--- src/rtl/bin_bcd_seq_ctrl.sv ---
// Sequential binary-to-BCD converter (double dabble, one bit per clock).
// Ports: clk/rst, start, auto_en, bin_in -> busy, done, valid, bcd_out, blank.
module bin_bcd_seq_ctrl #(
  parameter int WIDTH  = 8,
  parameter int DIGITS = 3
) (
  input  logic                  clk,
  input  logic                  rst,
  input  logic                  start,
  input  logic                  auto_en,
  input  logic [WIDTH-1:0]      bin_in,
  output logic                  busy,
  output logic                  done,
  output logic                  valid,
  output logic [4*DIGITS-1:0]   bcd_out,
  output logic [DIGITS-1:0]     blank
);

  localparam int BW = 4 * DIGITS;
  localparam int CW = $clog2(WIDTH + 1);
  localparam logic [CW-1:0] LAST = CW'(WIDTH - 1);
  localparam logic [DIGITS-1:0] BLANK_RST = ~DIGITS'(1);

  typedef enum logic {IDLE, SHIFT} state_t;

  state_t           state;
  logic [WIDTH-1:0] shreg;
  logic [WIDTH-1:0] last_val;
  logic [BW-1:0]    scratch;
  logic [BW-1:0]    corr;
  logic [BW-1:0]    scratch_n;
  logic [CW-1:0]    cnt;
  logic             trig;

  // Top-down zero scan; the units digit is never blanked.
  function automatic logic [DIGITS-1:0] blank_of(
    input logic [BW-1:0] v
  );
    logic z;
    z = 1'b1;
    blank_of = '0;
    for (int i = DIGITS - 1; i >= 1; i--) begin
      z = z & (v[4*i +: 4] == 4'd0);
      blank_of[i] = z;
    end
  endfunction

  always_comb begin
    corr = scratch;
    for (int i = 0; i < DIGITS; i++) begin
      if (scratch[4*i +: 4] >= 4'd5)
        corr[4*i +: 4] = scratch[4*i +: 4] + 4'd3;
    end
  end

  assign scratch_n = {corr[BW-2:0], shreg[WIDTH-1]};

  // Start and an auto change in the same cycle merge into one trigger.
  assign trig = start | (auto_en & (bin_in != last_val));

  always_ff @(posedge clk or posedge rst) begin
    if (rst) begin
      state    <= IDLE;
      busy     <= 1'b0;
      done     <= 1'b0;
      valid    <= 1'b0;
      bcd_out  <= '0;
      blank    <= BLANK_RST;
      shreg    <= '0;
      last_val <= '0;
      scratch  <= '0;
      cnt      <= '0;
    end else begin
      done <= 1'b0;
      unique case (state)
        IDLE: begin
          if (trig) begin
            shreg    <= bin_in;
            last_val <= bin_in;
            scratch  <= '0;
            cnt      <= '0;
            busy     <= 1'b1;
            state    <= SHIFT;
          end
        end
        SHIFT: begin
          scratch <= scratch_n;
          shreg   <= {shreg[WIDTH-2:0], 1'b0};
          cnt     <= cnt + CW'(1);
          if (cnt == LAST) begin
            bcd_out <= scratch_n;
            blank   <= blank_of(scratch_n);
            done    <= 1'b1;
            valid   <= 1'b1;
            busy    <= 1'b0;
            state   <= IDLE;
          end
        end
        default: state <= IDLE;
      endcase
    end
  end

endmodule
--- config.mk ---
export PLATFORM = sky130hd
export DESIGN_NAME = bin_bcd_seq_ctrl
export DESIGN_NICKNAME = d
export VERILOG_FILES = /design/src/rtl/bin_bcd_seq_ctrl.sv
export SDC_FILE = /design/constraint.sdc
export NUM_CORES = 1
export LEC_CHECK = 0
export ABC_AREA = 1
export CELL_PAD_IN_SITES_DETAIL_PLACEMENT = 1
export CELL_PAD_IN_SITES_GLOBAL_PLACEMENT = 1
export CORE_MARGIN = 8
export CORE_UTILIZATION = 43
export CTS_BUF_LIST = sky130_fd_sc_hd__clkbuf_8
export CTS_CLUSTER_DIAMETER = 30
export DETAILED_ROUTE_END_ITERATION = 10
export PLACE_DENSITY = 0.84
export SKIP_LAST_GASP = 1
export SLEW_MARGIN = 25
export SYNTH_ARGS = -nofsm -noshare
export SYNTH_HDL_FRONTEND = slang
export SYNTH_SLANG_ARGS = --single-unit
--- constraint.sdc ---
create_clock -name clk -period 2.03 [get_ports clk]
set_clock_uncertainty 0.15 [all_clocks]
set_input_delay 0.3045 -clock clk [delete_from_list [all_inputs] [get_ports clk]]
set_output_delay 0.3045 -clock clk [all_outputs]
set_load 0.01 [all_outputs]
======== Yosys cells after proc, flatten, opt, wreduce, memory -nomap -nowiden ========
Index checks and enable logic that the tools add are counted.
word-level totals
  latch bits .............................. 0
  input bits .............................. 12
  ROM bits ................................ 0
  logic and storage cells ................. 47
  output and inout bits ................... 18
  bits in registers ....................... 50
  memories kept ........................... 0
  memory bits (writable) .................. 0
cells by class
  div/mod/pow operators ................... 0
  add/sub/neg operators ................... 4
  shift operators ......................... 0
  magnitude comparators ................... 3
  bitwise operators ....................... 4
  equality and inequality tests ........... 4
  reduce and logical (&&, ||, !) cells .... 5
  $mul .................................... 0
  muxes and demuxes ....................... 17
operators with widths
  kind                                                   number
  case mux 12 bit (2 select lines)                       1
  case mux 8 bit (2 select lines)                        1
  >= comparator 4 x 3 -> 1 bit, second input constant    3
  2-to-1 mux 12 bit                                      1
  2-to-1 mux 4 bit                                       3
  adder 4 x 2 -> 4 bit, second input constant            2
  zero test 4 bit                                        2
  2-to-1 mux 8 bit                                       1
  inequality test 8 bit                                  1
  case mux 4 bit (2 select lines)                        1
  2-to-1 mux 1 bit                                       6
  AND reduction 2 bit                                    3
  adder 4 x 1 -> 4 bit, second input constant            1
  == test 4 x 3 -> 1 bit, second input constant          1
  case mux 1 bit (2 select lines)                        2
  adder 3 x 2 -> 3 bit, second input constant            1
  2-to-1 mux 3 bit                                       1
  AND 1 bit                                              2
  inequality test 2 x 1 -> 1 bit, second input constant  1
  inequality test 2 bit, second input constant           1
  NOT 1 bit                                              1
  OR 1 bit                                               1

======== Longest topological paths before layout ========
  depth in word-level cells ............... 5
  depth in mapped cells ................... 11
  depth with buffers taken out ............ 11

======== Worst setup path after synthesis ========
Ideal clock, no wire load.
  path kind ............................... flip-flop to flip-flop
  start ................................... register scratch[4]
  end ..................................... register scratch[5]
  path buffers ............................ 0
  cell stages (with the launch flop) ...... 9
  required time ........................... 1.814 ns
  clock period less this slack ............ 1.608 ns
  library setup time ...................... 0.066 ns
  path slack .............................. 0.422 ns
  arrival ................................. 1.392 ns
  cells stage by stage .................... dfrtp_1 -> inv_1 -> ha_1 -> inv_1 -> o21ai_1 -> nand2_1 -> xor2_1 -> or2_2 -> nand2_1
on the way
  word-level cells in the longest chain between the ends .. 3
  elaborated cells between the ends (all ways) .. 4
  classes of those cells .................. add/sub (1); order compare (1); mux (2)
RTL lines
  item                                                                  line    RTL
  start: declaration                                                    29      logic [BW-1:0] scratch;
  start signal: assignment                                              87      scratch <= scratch_n;
  adder 4 x 2 -> 4 bit or >= comparator 4 x 3 -> 1 bit (tied branches)  52, 51
  2-to-1 mux 4 bit (*)                                                  51      if (scratch[4*i +: 4] >= 4'd5)
  case mux 12 bit (2 select lines) (*)                                  75      unique case (state)
Mark *: on every way between the ends. The rest lies on a longest branch, timed or not.
A chain may end at the register's enable or synchronous reset.

======== Worst setup path after layout ========
  start ................................... register scratch[0]
  end ..................................... register scratch[2]
Same word-level chain as after synthesis.

==> impl_metrics.xml <==
<?xml version="1.0" encoding="UTF-8"?>
<metrics>
  <group name="cts">
    <metric name="cts-buffers-inserted" unit="">5</metric>
    <metric name="post_cts_buffers" unit="">0</metric>
    <metric name="cts.root.buffer_cell" unit="">clkbuf_8</metric>
    <metric name="htree_levels" unit="">2</metric>
    <metric name="cts_num_sinks" unit="">50</metric>
    <metric name="cts_tree" unit="">yes</metric>
    <metric name="insertion_delay" unit="ns">0.30</metric>
    <metric name="post_cts.resized_instances" unit="">0</metric>
    <metric name="cts_hold_buffers" unit="">0</metric>
    <metric name="cts.reportedPaths.clkPinSlew" unit="ns">0.09</metric>
    <metric name="max-clock-path-buffers" unit="">2</metric>
  </group>
  <group name="synthesis">
    <metric name="mappedNetlistNets" unit="">339</metric>
    <metric name="synth_area" unit="µm²">2560</metric>
    <metric name="synthesis.instances" unit="">320</metric>
    <metric name="synth-edff-count" unit="">0</metric>
    <metric name="synth_sequential_area_ratio" unit="">0.490</metric>
    <metric name="synth_warnings" unit="">0</metric>
    <metric name="ys_types" unit="">29</metric>
    <metric name="synthesis.area_per_instance" unit="µm²">8.00</metric>
    <metric name="synth-main-ff-cell" unit="">dfrtp_1</metric>
    <metric name="async_flop_share" unit="">1.00</metric>
    <metric name="count_of_state_elements_after_synthesis" unit="">50</metric>
  </group>
  <group name="power">
    <metric name="cellPowerDensity" unit="nW/µm²">1500</metric>
    <metric name="max-vdd-ir-drop" unit="mV">0.612</metric>
    <metric name="p_leak" unit="nW">1.59</metric>
  </group>
  <group name="grt">
    <metric name="grt_pass1_wl" unit="µm">11000</metric>
    <metric name="grt_max_degree" unit="">29</metric>
    <metric name="grt-ovfl-total" unit="">0</metric>
    <metric name="grt_busiest_layer" unit="">met2</metric>
    <metric name="gr-usage-all-layers" unit="">0.155</metric>
    <metric name="antenna_found_initial" unit="">0</metric>
    <metric name="met1_usage" unit="">0.181</metric>
    <metric name="grt_pass1_vias" unit="">2343</metric>
    <metric name="grt.met3_usage" unit="">0.0329</metric>
    <metric name="grt.met2_usage" unit="">0.276</metric>
  </group>
  <group name="cells_and_area">
    <metric name="flow.area_growth_from_synthesis" unit="%">21.1</metric>
    <metric name="nNetsFinal" unit="">374</metric>
    <metric name="final_design_area_no_fill" unit="µm²">3100</metric>
    <metric name="drive_gt1_frac" unit="">0.101</metric>
    <metric name="fin_cells" unit="">431</metric>
    <metric name="insertedDiodeCount" unit="">0</metric>
  </group>
  <group name="worst_setup_path">
    <metric name="ff2ff_path_depth" unit="">9</metric>
    <metric name="ws_path_type" unit="">flip-flop to flip-flop</metric>
    <metric name="critPathCaptureType" unit="">flip-flop</metric>
    <metric name="critPathLaunch" unit="">scratch[0]</metric>
    <metric name="r2r-end" unit="">scratch[2]</metric>
    <metric name="critPathCapture" unit="">scratch[2]</metric>
    <metric name="worstPathRequired" unit="ns">2.12</metric>
    <metric name="timing.critical_path.fanout_max" unit="">5</metric>
    <metric name="cp_data_arrival_time" unit="ns">1.97</metric>
    <metric name="critical_path.reg2reg.startpoint" unit="">scratch[0]</metric>
    <metric name="timing.critical_path.from_type" unit="">flip-flop</metric>
    <metric name="reg2reg_setup_slack" unit="ns">0.15</metric>
  </group>
  <group name="route">
    <metric name="route.final.wire_length" unit="µm">6290</metric>
    <metric name="drc" unit="">0</metric>
    <metric name="dr.pass1.iters" unit="">4</metric>
    <metric name="vias" unit="">2225</metric>
    <metric name="drt-initial-drc-count" unit="">77</metric>
    <metric name="vias_per_cell" unit="">5.16</metric>
    <metric name="post_drt_wl_per_cell" unit="µm">14.6</metric>
    <metric name="final_antenna_net_count" unit="">0</metric>
  </group>
  <group name="floorplan">
    <metric name="rows" unit="">28</metric>
    <metric name="die_area" unit="µm²">8680</metric>
    <metric name="chipHeight" unit="µm">93.2</metric>
    <metric name="die_width" unit="µm">93.2</metric>
    <metric name="floorplan.io_pins" unit="">30</metric>
    <metric name="initial_utilization" unit="">0.438</metric>
    <metric name="coreArea" unit="µm²">5850</metric>
  </group>
  <group name="sta">
    <metric name="totalNegativeSetupSlack" unit="ns">0</metric>
    <metric name="final_setup_vio_count" unit="">0</metric>
    <metric name="final-hold-violation-count" unit="">0</metric>
    <metric name="period_share" unit="">0.926</metric>
    <metric name="holdWs" unit="ns">0.0861</metric>
    <metric name="rsz0062_at_grt" unit="">no</metric>
    <metric name="fmax" unit="MHz">532</metric>
    <metric name="final_max_slew_viol_count" unit="">0</metric>
    <metric name="finalWorstPathRequiredPeriod" unit="ns">1.88</metric>
  </group>
  <group name="run">
    <metric name="drv_cap" unit="">0</metric>
  </group>
  <group name="placement">
    <metric name="placed_wire_length_estimate" unit="µm">4720</metric>
    <metric name="buffers_added_on_ports" unit="">28</metric>
    <metric name="gp_routability_congestion" unit="">0.784</metric>
    <metric name="dp_cells" unit="">423</metric>
    <metric name="placed_cell_area" unit="µm²">2990</metric>
  </group>
  <group name="worst_hold_path">
    <metric name="timing.hold.worst.class" unit="">primary input to async pin</metric>
  </group>
  <group name="run_status">
    <metric name="outcome" unit="">complete, no violations</metric>
  </group>
</metrics>
metal layers:
metal,up-vias,wire (µm)
li1,1100,-
met3,12,243
met4,0,119
met1,1075,2790
met2,38,3140
met5,-,0
critical path, cell delays in order (launching register included):
cell	delay, ns
dfrtp_1	0.45
inv_1	0.08
ha_1	0.13
inv_1	0.05
o21ai_0	0.26
nand2_1	0.16
nand2_1	0.08
o21ai_0	0.10
or2_2	0.29
nand2_1	0.07
worst min-delay path by stage:
stage | from | end | slack, ns
floorplan | bin_in[2] | last_val[2] | 0.30
global placement | valid | valid | 0.30
detailed placement | blank[1] | blank[1] | 0.31
CTS | rst | last_val[2] | 0.09
global route | rst | last_val[2] | 0.11
finish | rst | last_val[2] | 0.09
cells in the final DEF, fill, tap and decap left out, drive strengths merged:
master	instances
o21ai	22
nand4	25
inv	32
nand3	15
nand2	126
dfstp	2
or2	6
xor2	4
conb	1
clkdlybuf4s50	28
clkbuf	5
o31ai	1
buf	15
o211ai	1
nor3	2
xnor2	4
dfrtp	48
ha	7
a21oi	2
nor2	7
bufinv	1
a31oi	1
o21a	1
synthesized netlist by cell type (3+ instances only):
| library cell | count | share of area |
|---|---|---|
| buf_4 | 3 | 0.0088 |
| or2_2 | 6 | 0.015 |
| o21ai_0 | 20 | 0.039 |
| dfrtp_1 | 48 | 0.47 |
| nand3_1 | 15 | 0.029 |
| clkbuf_1 | 7 | 0.010 |
| nand2_1 | 123 | 0.18 |
| nor2_1 | 7 | 0.010 |
| xor2_1 | 4 | 0.014 |
| xnor2_1 | 4 | 0.014 |
| inv_1 | 28 | 0.041 |
| nand4_1 | 24 | 0.059 |
| ha_1 | 7 | 0.034 |
layout make-up:
| cell class | instances | area, µm² |
|---|---|---|
| inverter | 30 | 113 |
| clock buffer | 5 | 68.8 |
| fill | 717 | 2750 |
| sequential | 50 | 1250 |
| clock inverter | 3 | 37.5 |
| timing repair buffer | 43 | 418 |
| tap | 75 | 93.8 |
| multi-input combinational | 225 | 1120 |
power breakdown:
part	leakage, nW	switching (mW)	internal (mW)
sequential	0.613	0.350	1.45
combinational	0.914	1.23	0.952
clock	0.0607	0.319	0.359
through the flow:
step / util / total power [mW] / setup WS [ns]
finish: 0.530 / 4.66 / 0.151
global route: 0.530 / 5.08 / 0.0105
CTS: 0.530 / 4.72 / 0.141
detailed placement: 0.512 / 4.03 / -0.113
global placement: 0.512 / 3.88 / -0.0451
floorplan: - / 3.18 / 0.378
cell families after synthesis:
kind of cell	count (synthesis)	share of synthesized area
fa+ha+maj	7	0.0342
xor+xnor	8	0.0274
flops	50	0.490
simple gates	181	0.315
buf+inv	45	0.0743
other cells	1	0.00146
compound gates	28	0.0582
registers in the layout, indices dropped and copies added (netlist names), 2 cells and up:
register,count
bcd_out,12
blank,2
last_val,8
cnt,4
shreg,8
scratch,12
Note: power is estimated with default switching activity, not from simulation.
